File: src/rtl/ram_pkg.sv
// Shared constants for the RAM-style storage blocks and the FIFO built on them.
package ram_pkg;

    localparam int unsigned DATAWIDTH = 8;
    localparam int unsigned ADSWIDTH  = 4;

    // Occupancy counter must represent 0..depth inclusive, so one bit wider than a pointer.
    function automatic int unsigned count_width(input int unsigned adswidth);
        return adswidth + 1;
    endfunction

endpackage

File: src/rtl/ram_fifo_mem.sv
// Storage array for ram_fifo: one synchronous write port, one asynchronous read port.
// Contents are deliberately not reset.
module ram_fifo_mem
    import ram_pkg::*;
#(
    parameter int unsigned datawidth = DATAWIDTH,
    parameter int unsigned adswidth  = ADSWIDTH,
    parameter int unsigned depth     = 1 << adswidth
) (
    input  logic                 clk,
    input  logic                 we,
    input  logic [adswidth-1:0]  wa,
    input  logic [datawidth-1:0] wd,
    input  logic [adswidth-1:0]  ra,
    output logic [datawidth-1:0] rd
);

    logic [datawidth-1:0] mem [depth];

    // Write port: store the word on the rising edge when enabled.
    always_ff @(posedge clk) begin
        if (we) begin
            mem[wa] <= wd;
        end
    end

    assign rd = mem[ra];

endmodule

File: src/rtl/ram_fifo.sv
// Synchronous FIFO on top of ram_fifo_mem with occupancy count, full/empty
// status and sticky overflow/underflow flags.
// Define RAM_FIFO_FWFT_EN for a first-word-fall-through read port; otherwise
// the read data is registered with one cycle of pop latency.
module ram_fifo
    import ram_pkg::*;
#(
    parameter int unsigned datawidth = DATAWIDTH,
    parameter int unsigned adswidth  = ADSWIDTH,
    parameter int unsigned depth     = 1 << adswidth
) (
    input  logic                                  clk,
    input  logic                                  rst,
    input  logic                                  wen,
    input  logic                                  ren,
    input  logic [datawidth-1:0]                  in,
    output logic [datawidth-1:0]                  out,
    output logic                                  full,
    output logic                                  empty,
    output logic [count_width(adswidth)-1:0]      count,
    output logic                                  ovf,
    output logic                                  udf
);

    localparam int unsigned cw = count_width(adswidth);

    logic [adswidth-1:0]  wr_ptr;
    logic [adswidth-1:0]  rd_ptr;
    logic [datawidth-1:0] rd_data;
    logic                 push_ok;
    logic                 pop_ok;

    assign full    = (count == cw'(depth));
    assign empty   = (count == '0);
    // A push into a full FIFO is still accepted when a pop frees the slot on the same edge.
    assign push_ok = wen & (~full | ren);
    assign pop_ok  = ren & ~empty;

    ram_fifo_mem #(
        .datawidth (datawidth),
        .adswidth  (adswidth),
        .depth     (depth)
    ) u_mem (
        .clk (clk),
        .we  (push_ok),
        .wa  (wr_ptr),
        .wd  (in),
        .ra  (rd_ptr),
        .rd  (rd_data)
    );

    // Pointers and occupancy; pointers wrap naturally at depth.
    always_ff @(posedge clk or posedge rst) begin
        if (rst) begin
            wr_ptr <= '0;
            rd_ptr <= '0;
            count  <= '0;
        end else begin
            if (push_ok) begin
                wr_ptr <= wr_ptr + adswidth'(1);
            end
            if (pop_ok) begin
                rd_ptr <= rd_ptr + adswidth'(1);
            end
            case ({push_ok, pop_ok})
                2'b10:   count <= count + cw'(1);
                2'b01:   count <= count - cw'(1);
                default: count <= count;
            endcase
        end
    end

    // Sticky error flags, cleared only by reset.
    always_ff @(posedge clk or posedge rst) begin
        if (rst) begin
            ovf <= 1'b0;
            udf <= 1'b0;
        end else begin
            ovf <= ovf | (wen & full & ~ren);
            udf <= udf | (ren & empty);
        end
    end

`ifdef RAM_FIFO_FWFT_EN
    assign out = rd_data;
`else
    // Registered read: capture the head word on each accepted pop, hold otherwise.
    always_ff @(posedge clk or posedge rst) begin
        if (rst) begin
            out <= '0;
        end else if (pop_ok) begin
            out <= rd_data;
        end
    end
`endif

endmodule

File: config.mk
export PLATFORM = sky130hd
export DESIGN_NAME = ram_fifo
export DESIGN_NICKNAME = d
export VERILOG_FILES = /design/src/rtl/ram_pkg.sv /design/src/rtl/ram_fifo_mem.sv /design/src/rtl/ram_fifo.sv
export SDC_FILE = /design/constraint.sdc
export NUM_CORES = 1
export LEC_CHECK = 0
export CORE_MARGIN = 3
export CORE_UTILIZATION = 35
export CTS_BUF_LIST = sky130_fd_sc_hd__clkbuf_2
export CTS_CLUSTER_DIAMETER = 200
export DETAILED_ROUTE_END_ITERATION = 10
export PLACE_DENSITY = 0.49
export SLEW_MARGIN = 20
export SYNTH_ARGS = -nofsm -noshare
export SYNTH_HDL_FRONTEND = slang
export SYNTH_HIERARCHICAL = 1
export SYNTH_SLANG_ARGS = --single-unit
File: constraint.sdc
create_clock -name clk -period 6.5 [get_ports clk]
set_input_delay 0.65 -clock clk [delete_from_list [all_inputs] [get_ports clk]]
set_output_delay 0.65 -clock clk [all_outputs]
set_load 0.05 [all_outputs]
# Word level (Yosys, flattened, before mapping)

Memories as Yosys holds them, arrays and structs flattened. A register that Yosys moved wholly into a read port is not among the register bits.
Cells that the tools add are included.

Output and inout port bits: 17
Register bits: 15
Input bits: 12
Word-level logic and storage cells: 29
Memories: 1
RAM bits: 128

Eq/ne operators: 3
Bitwise gates (word level): 11
Reduce and logical (&&, ||, !) cells: 2
Multiplexer cells: 3
$add $sub $neg: 4

Memory list:

| name      | words | width | rd ports | clocked after memory_dff | write ports | RTL line           | source |
|---|---|---|---|---|---|---|---|
| u_mem.mem | 16    | 8     | 1        | 1                        | 1           | ram_fifo_mem.sv:18 | `logic [datawidth-1:0] mem [depth];` |

Operators by type and width:

| operator            | number |
|---|---|
| $pmux 5 s2          | 1 |
| $add 4x1->4 const B | 2 |
| $add 5x1->5 const B | 1 |
| $and 1x1->1         | 5 |
| $eq 5x5->1 const B  | 1 |
| $logic_not 5->1     | 1 |
| $sub 5x1->5 const B | 1 |
| $not 1->1           | 3 |
| $or 1x1->1          | 3 |
| $eq 2x1->1 const B  | 1 |
| $eq 2x2->1 const B  | 1 |
| $mux 1              | 2 |
| $reduce_bool 2->1   | 1 |

# Longest topological paths before layout

Depth in word-level cells: 6
Gate-level depth with buffers: 10
Mapped depth without buffers: 8

# Hierarchy

Netlist, hierarchy kept.

By module, submodules not included:

| module       | area each (sq um) | cells an instance | times used | sequential area each (sq um) |
|---|---|---|---|---|
| ram_fifo_mem | 4987.3            | 221               | 1          | 3843.7 |
| ram_fifo     | 1178.6            | 96                | 1          | 575.6 |

# Least setup slack after synthesis

Ideal clock, no wire load.

Path type: reg-to-reg
Start: register count[0]
End: register count[4]
Library setup time: 0.134 ns
Path buffers: 2
Cell stages (with the launch flop): 11
Arrival: 3.171 ns
Clock period less this slack: 3.305 ns
Path slack: 3.195 ns
Cells stage by stage: dfrtp_1 -> or4_4 -> buf_6 -> o21ai_2 -> buf_4 -> inv_1 -> ha_1 -> ha_1 -> or4b_2 -> o311ai_0 -> o211ai_1

Elaborated cells on any way between the ends: 13

RTL lines:

| what                                                   | RTL line       | source |
|---|---|---|
| from (decl)                                            | ram_fifo.sv:20 | `output logic [count_width(adswidth)-1:0] count,` |
| from (signal assigned)                                 | ram_fifo.sv:66 | `2'b10: count <= count + cw'(1);` |
| from (signal assigned)                                 | ram_fifo.sv:67 | `2'b01: count <= count - cw'(1);` |
| from (signal assigned)                                 | ram_fifo.sv:68 | `default: count <= count;` |
| $logic_not 5->1 *                                      | ram_fifo.sv:34 | `assign empty = (count == '0);` |
| $not 1->1 *                                            | ram_fifo.sv:37 | `assign pop_ok = ren & ~empty;` |
| $and 1x1->1 *                                          | ram_fifo.sv:37 |  |
| via pop_ok                                             | ram_fifo.sv:31 | `logic pop_ok;` |
| $eq 2x1->1 / $eq 2x2->1 (equally long branches)        | ram_fifo.sv:65 | `case ({push_ok, pop_ok})` |
| $pmux 5 s2 / $reduce_bool 2->1 (equally long branches) | n/a            |  |

The timed path passes the listed nets; every way through them passes the cells marked *.
A chain may end at the register's enable or synchronous reset.

# Worst setup path in the final report

Same ends and word-level chain as after synthesis.

==> flow_summary_export.csv <==
group,metric,value,unit
worst_setup_path,critPathTopFamily,"simple AND/OR/NAND/NOR gates",
worst_setup_path,worstSetupEndpoint,"count[4]",
worst_setup_path,critPathMostFrequentCell,"ha_1",
grt,grt_use_total,13.3,%
synth,ys.warnings.count,6,
worst_setup_path,critPathCaptureType,"flip-flop",
synth,yosys.area_share.simple,4.67,%
synth,ys_types,45,
timing,setup_viol,0,
timing,rsz0062_at_grt,"no",
worst_setup_path,critical_path_required,7.09,ns
synth,synth_fa_ha_area_share,1.54,%
finish,final_cells,588,
die,die_w,139,um
worst_setup_path,cp_num_buf_inv,1,
worst_setup_path,crit_arrival,4.18,ns
placed_design,io_buffer_count,28,
clock_network,cts_resized,0,
clock_network,cts.clk_slew.worst_paths,0.22,ns
timing,fin_worst_skew,0.0193,ns
finish,final_nets,373,
finish,syn_to_final_growth,11.3,%
routing,drt_drc_violations_left,0,
die,core_area,16900,um^2
clock_network,cts_inserted_buffers,17,
worst_setup_path,path_cells,"or4_4, o21ai_2, inv_1, ha_1, ha_1, or4b_2, o311ai_0, o211ai_1",
worst_setup_path,reg2reg_to,"count[4]",
placed_design,dpl.hpwl,7480,um
synth,ys_top_cells_by_area,"edfxtp_1 (62%), dfrtp_1 (9.3%), mux4_2 (6.6%)",
synth,synth_top_family_by_area,"multiplexers",
worst_hold_path,min_path_type,"in -> async",
run_status,outcome,"finished, final reports clean",
grt,overflow,0,
synth,yosys.area.top_type,"edfxtp_1",
power_and_ir_drop,pwr_density_cell,421,nW/um^2
synth,synth-edff-count,128,
worst_setup_path,cp.depth,8,
worst_setup_path,ff2ff_setup_slack,2.90,ns
synth,synth_xor_area_share,1.14,%
worst_setup_path,r2r_cells,8,
finish,drive_gt1_share,19.3,%
routing,dr.pass1.iters,4,
grt,gr-max-usage-layer,"met2",
worst_setup_path,cp_max_fo,11,
placed_design,gp_congestion,0.697,
grt,grt_start_max_net_pins,36,
die,rows,47,
clock_network,cts_tree,"done",
die,fp.dieH,139,um
grt,antenna_found_initial,1,
synth,synthArstFlopShare,15.2,%
timing,drv_slew,0,
synth,syn-num-nets,336,
routing,routed_via_density,5.09,
routing,wl_per_cell,21.0,um
synth,synth_compound_area_share,4.00,%
clock_network,cts_buffer_depth,2,
timing,fin_crit_sh,55.4,%
timing,tightest_slew,1.07,ns
routing,via_count,2991,
timing,fin_tns_setup,0,ns
placed_design,dp.cells,555,
synth,avgSynthCellArea,19.5,um^2
worst_setup_path,max_stage_delay,0.66,ns
grt,grt_pass1_wl,18800,um
power_and_ir_drop,irDropWorstVdd,0.465,mV
grt,use_met1,18.0,%
timing,maxSlewHeadroom,28.6,%
synth,netlist_area,6170,um^2
clock_network,post_cts_buffers,0,
routing,drt-total-wl,12300,um
die,ios,29,
clock_network,htreeDepth,4,
finish,num-fill-cells,1526,
timing,period_minus_slack,3.60,ns
clock_network,postCtsHoldBufs,0,
worst_setup_path,slowest_stage,"or4b_2",
grt,grt_pass1_vias,3036,
worst_setup_path,critPathLaunch,"count[0]",
timing,fmax,278,MHz
synth,ys.flop_type,"edfxtp_1",
synth,ys_seq_area_share,71.7,%
synth,synth_seq_cells,151,
synth,synth_cells,317,
power_and_ir_drop,power.leakage,2.28,nW
clock_network,cts_sinks,151,
die,start_util,36.4,%
worst_setup_path,worstSetupPathType,"reg -> reg",
worst_setup_path,startpoint_type,"flip-flop",
grt,use_met3,4.24,%
timing,whs,0.336,ns
clock_network,clk_latency,0.70,ns
timing,hold_viol,0,
routing,drt_iter0_drc,178,
synth,synthMuxAreaShare,14.8,%
synth,synth_top_area_share,62.3,%
run,drv_cap,0,
die,die_area,19200,um^2
grt,grt_use_met2,21.2,%
clock_network,root_buffer,"clkbuf_2",
worst_setup_path,r2r-start,"count[0]",
power_and_ir_drop,totalPowerFinal,0.00289,W
routing,antenna_left,0,
cells in the final DEF, fill, tap and decap left out, drive strengths merged, types with 4 or more instances in the layout:
| master | Yosys | layout |
|---|---|---|
| ha | 6 | 6 |
| mux2 | 12 | 12 |
| clkbuf | 1 | 17 |
| a21oi | 6 | 6 |
| clkinv | 0 | 10 |
| o21ai | 4 | 4 |
| nand2 | 11 | 11 |
| dfrtp | 23 | 23 |
| edfxtp | 128 | 128 |
| nor3b | 6 | 6 |
| buf | 10 | 4 |
| nor3 | 5 | 5 |
| nor2 | 15 | 15 |
| mux4 | 32 | 32 |
| nand3 | 4 | 4 |
| xnor2 | 6 | 6 |
| inv | 6 | 9 |
| a22oi | 16 | 16 |
| clkdlybuf4s50 | 0 | 28 |
metrics by stage:
| step | setup WS [ns] | instance area, um^2 | utilization (%) |
|---|---|---|---|
| floorplan | 3.20 | 6170 | - |
| global placement | 3.03 | 6650 | 39.3 |
| detailed placement | 2.90 | 6650 | 39.3 |
| CTS | 2.86 | 6860 | 40.5 |
| global route | 2.71 | 6870 | 40.5 |
| finish | 2.90 | 6870 | 40.5 |
worst reg2reg max path, cell delays in order, from the launching register on:
cell      delay (ns)
dfrtp_1         0.51
or4_4           0.62
o21ai_2         0.59
inv_1           0.10
ha_1            0.33
ha_1            0.40
or4b_2          0.66
o311ai_0        0.16
o211ai_1        0.14
final cells by class:
cell class                 instances  area (um^2)  share of cell area [%]
antenna                            1         2.50                  0.0364
tap                              220          275                    4.01
clock inverter                    15          128                    1.86
inverter                           6         22.5                   0.328
timing repair buffer              32          310                    4.52
multi-input combinational        146         1620                    23.6
sequential                       151         4420                    64.4
clock buffer                      17         85.1                    1.24
cells by family (layout without fill, tap and decap cells):
logic type                 Yosys count  in the layout
DFF                                151            151
and+or+nand+nor                     54             54
muxes                               44             44
AOI/OAI and AO/OA                   33             33
buffers and inverters               20             70
xor gates and xnor gates             8              8
adders and majority gates            7              7
other                                0              1
synth_stat cells, types with 2 or more instances:
cell type	number
buf_6	4
clkdlybuf4s25_2	3
mux2_2	8
mux2_1	3
buf_4	2
nand2_1	11
nor2_1	15
xor2_1	2
buf_2	3
nand3b_1	2
a22oi_1	16
mux4_1	14
o21ai_0	3
edfxtp_1	128
o211ai_1	2
xnor2_1	6
a21oi_1	6
nand2b_1	2
nor3b_1	6
mux4_2	18
inv_1	5
nor3_1	5
nand3_1	4
ha_1	6
dfrtp_1	23
worst min-delay path by stage:
stage | start | endpoint | slack, ns | depth (start not counted)
finish | rst | out[4] | 0.34 | 2
global route | rst | out[4] | 0.26 | 2
CTS | rst | out[4] | 0.39 | 2
detailed placement | udf | udf | 0.44 | 1
global placement | udf | udf | 0.45 | 1
floorplan | rd_ptr[3] | rd_ptr[3] | 0.49 | 1
routing by layer:
metal	share of wire [%]	vias to the layer above
li1	-	1369
met1	46	1552
met2	49	61
met3	4.1	9
met4	0.97	0
met5	0	-
state kept, by name, summed over array words and instances (netlist names):
signal     flops
out            8
u_mem/mem    128
ovf            1
udf            1
wr_ptr         4
rd_ptr         4
count          5
report_power, final:
group          switching, W  internal (W)  total (W)
sequential         0.000104       0.00121    0.00132
combinational      0.000632      0.000456    0.00109
clock              0.000341      0.000141   0.000481
total               0.00108       0.00181    0.00289
Power figures use the tool's default switching activity.
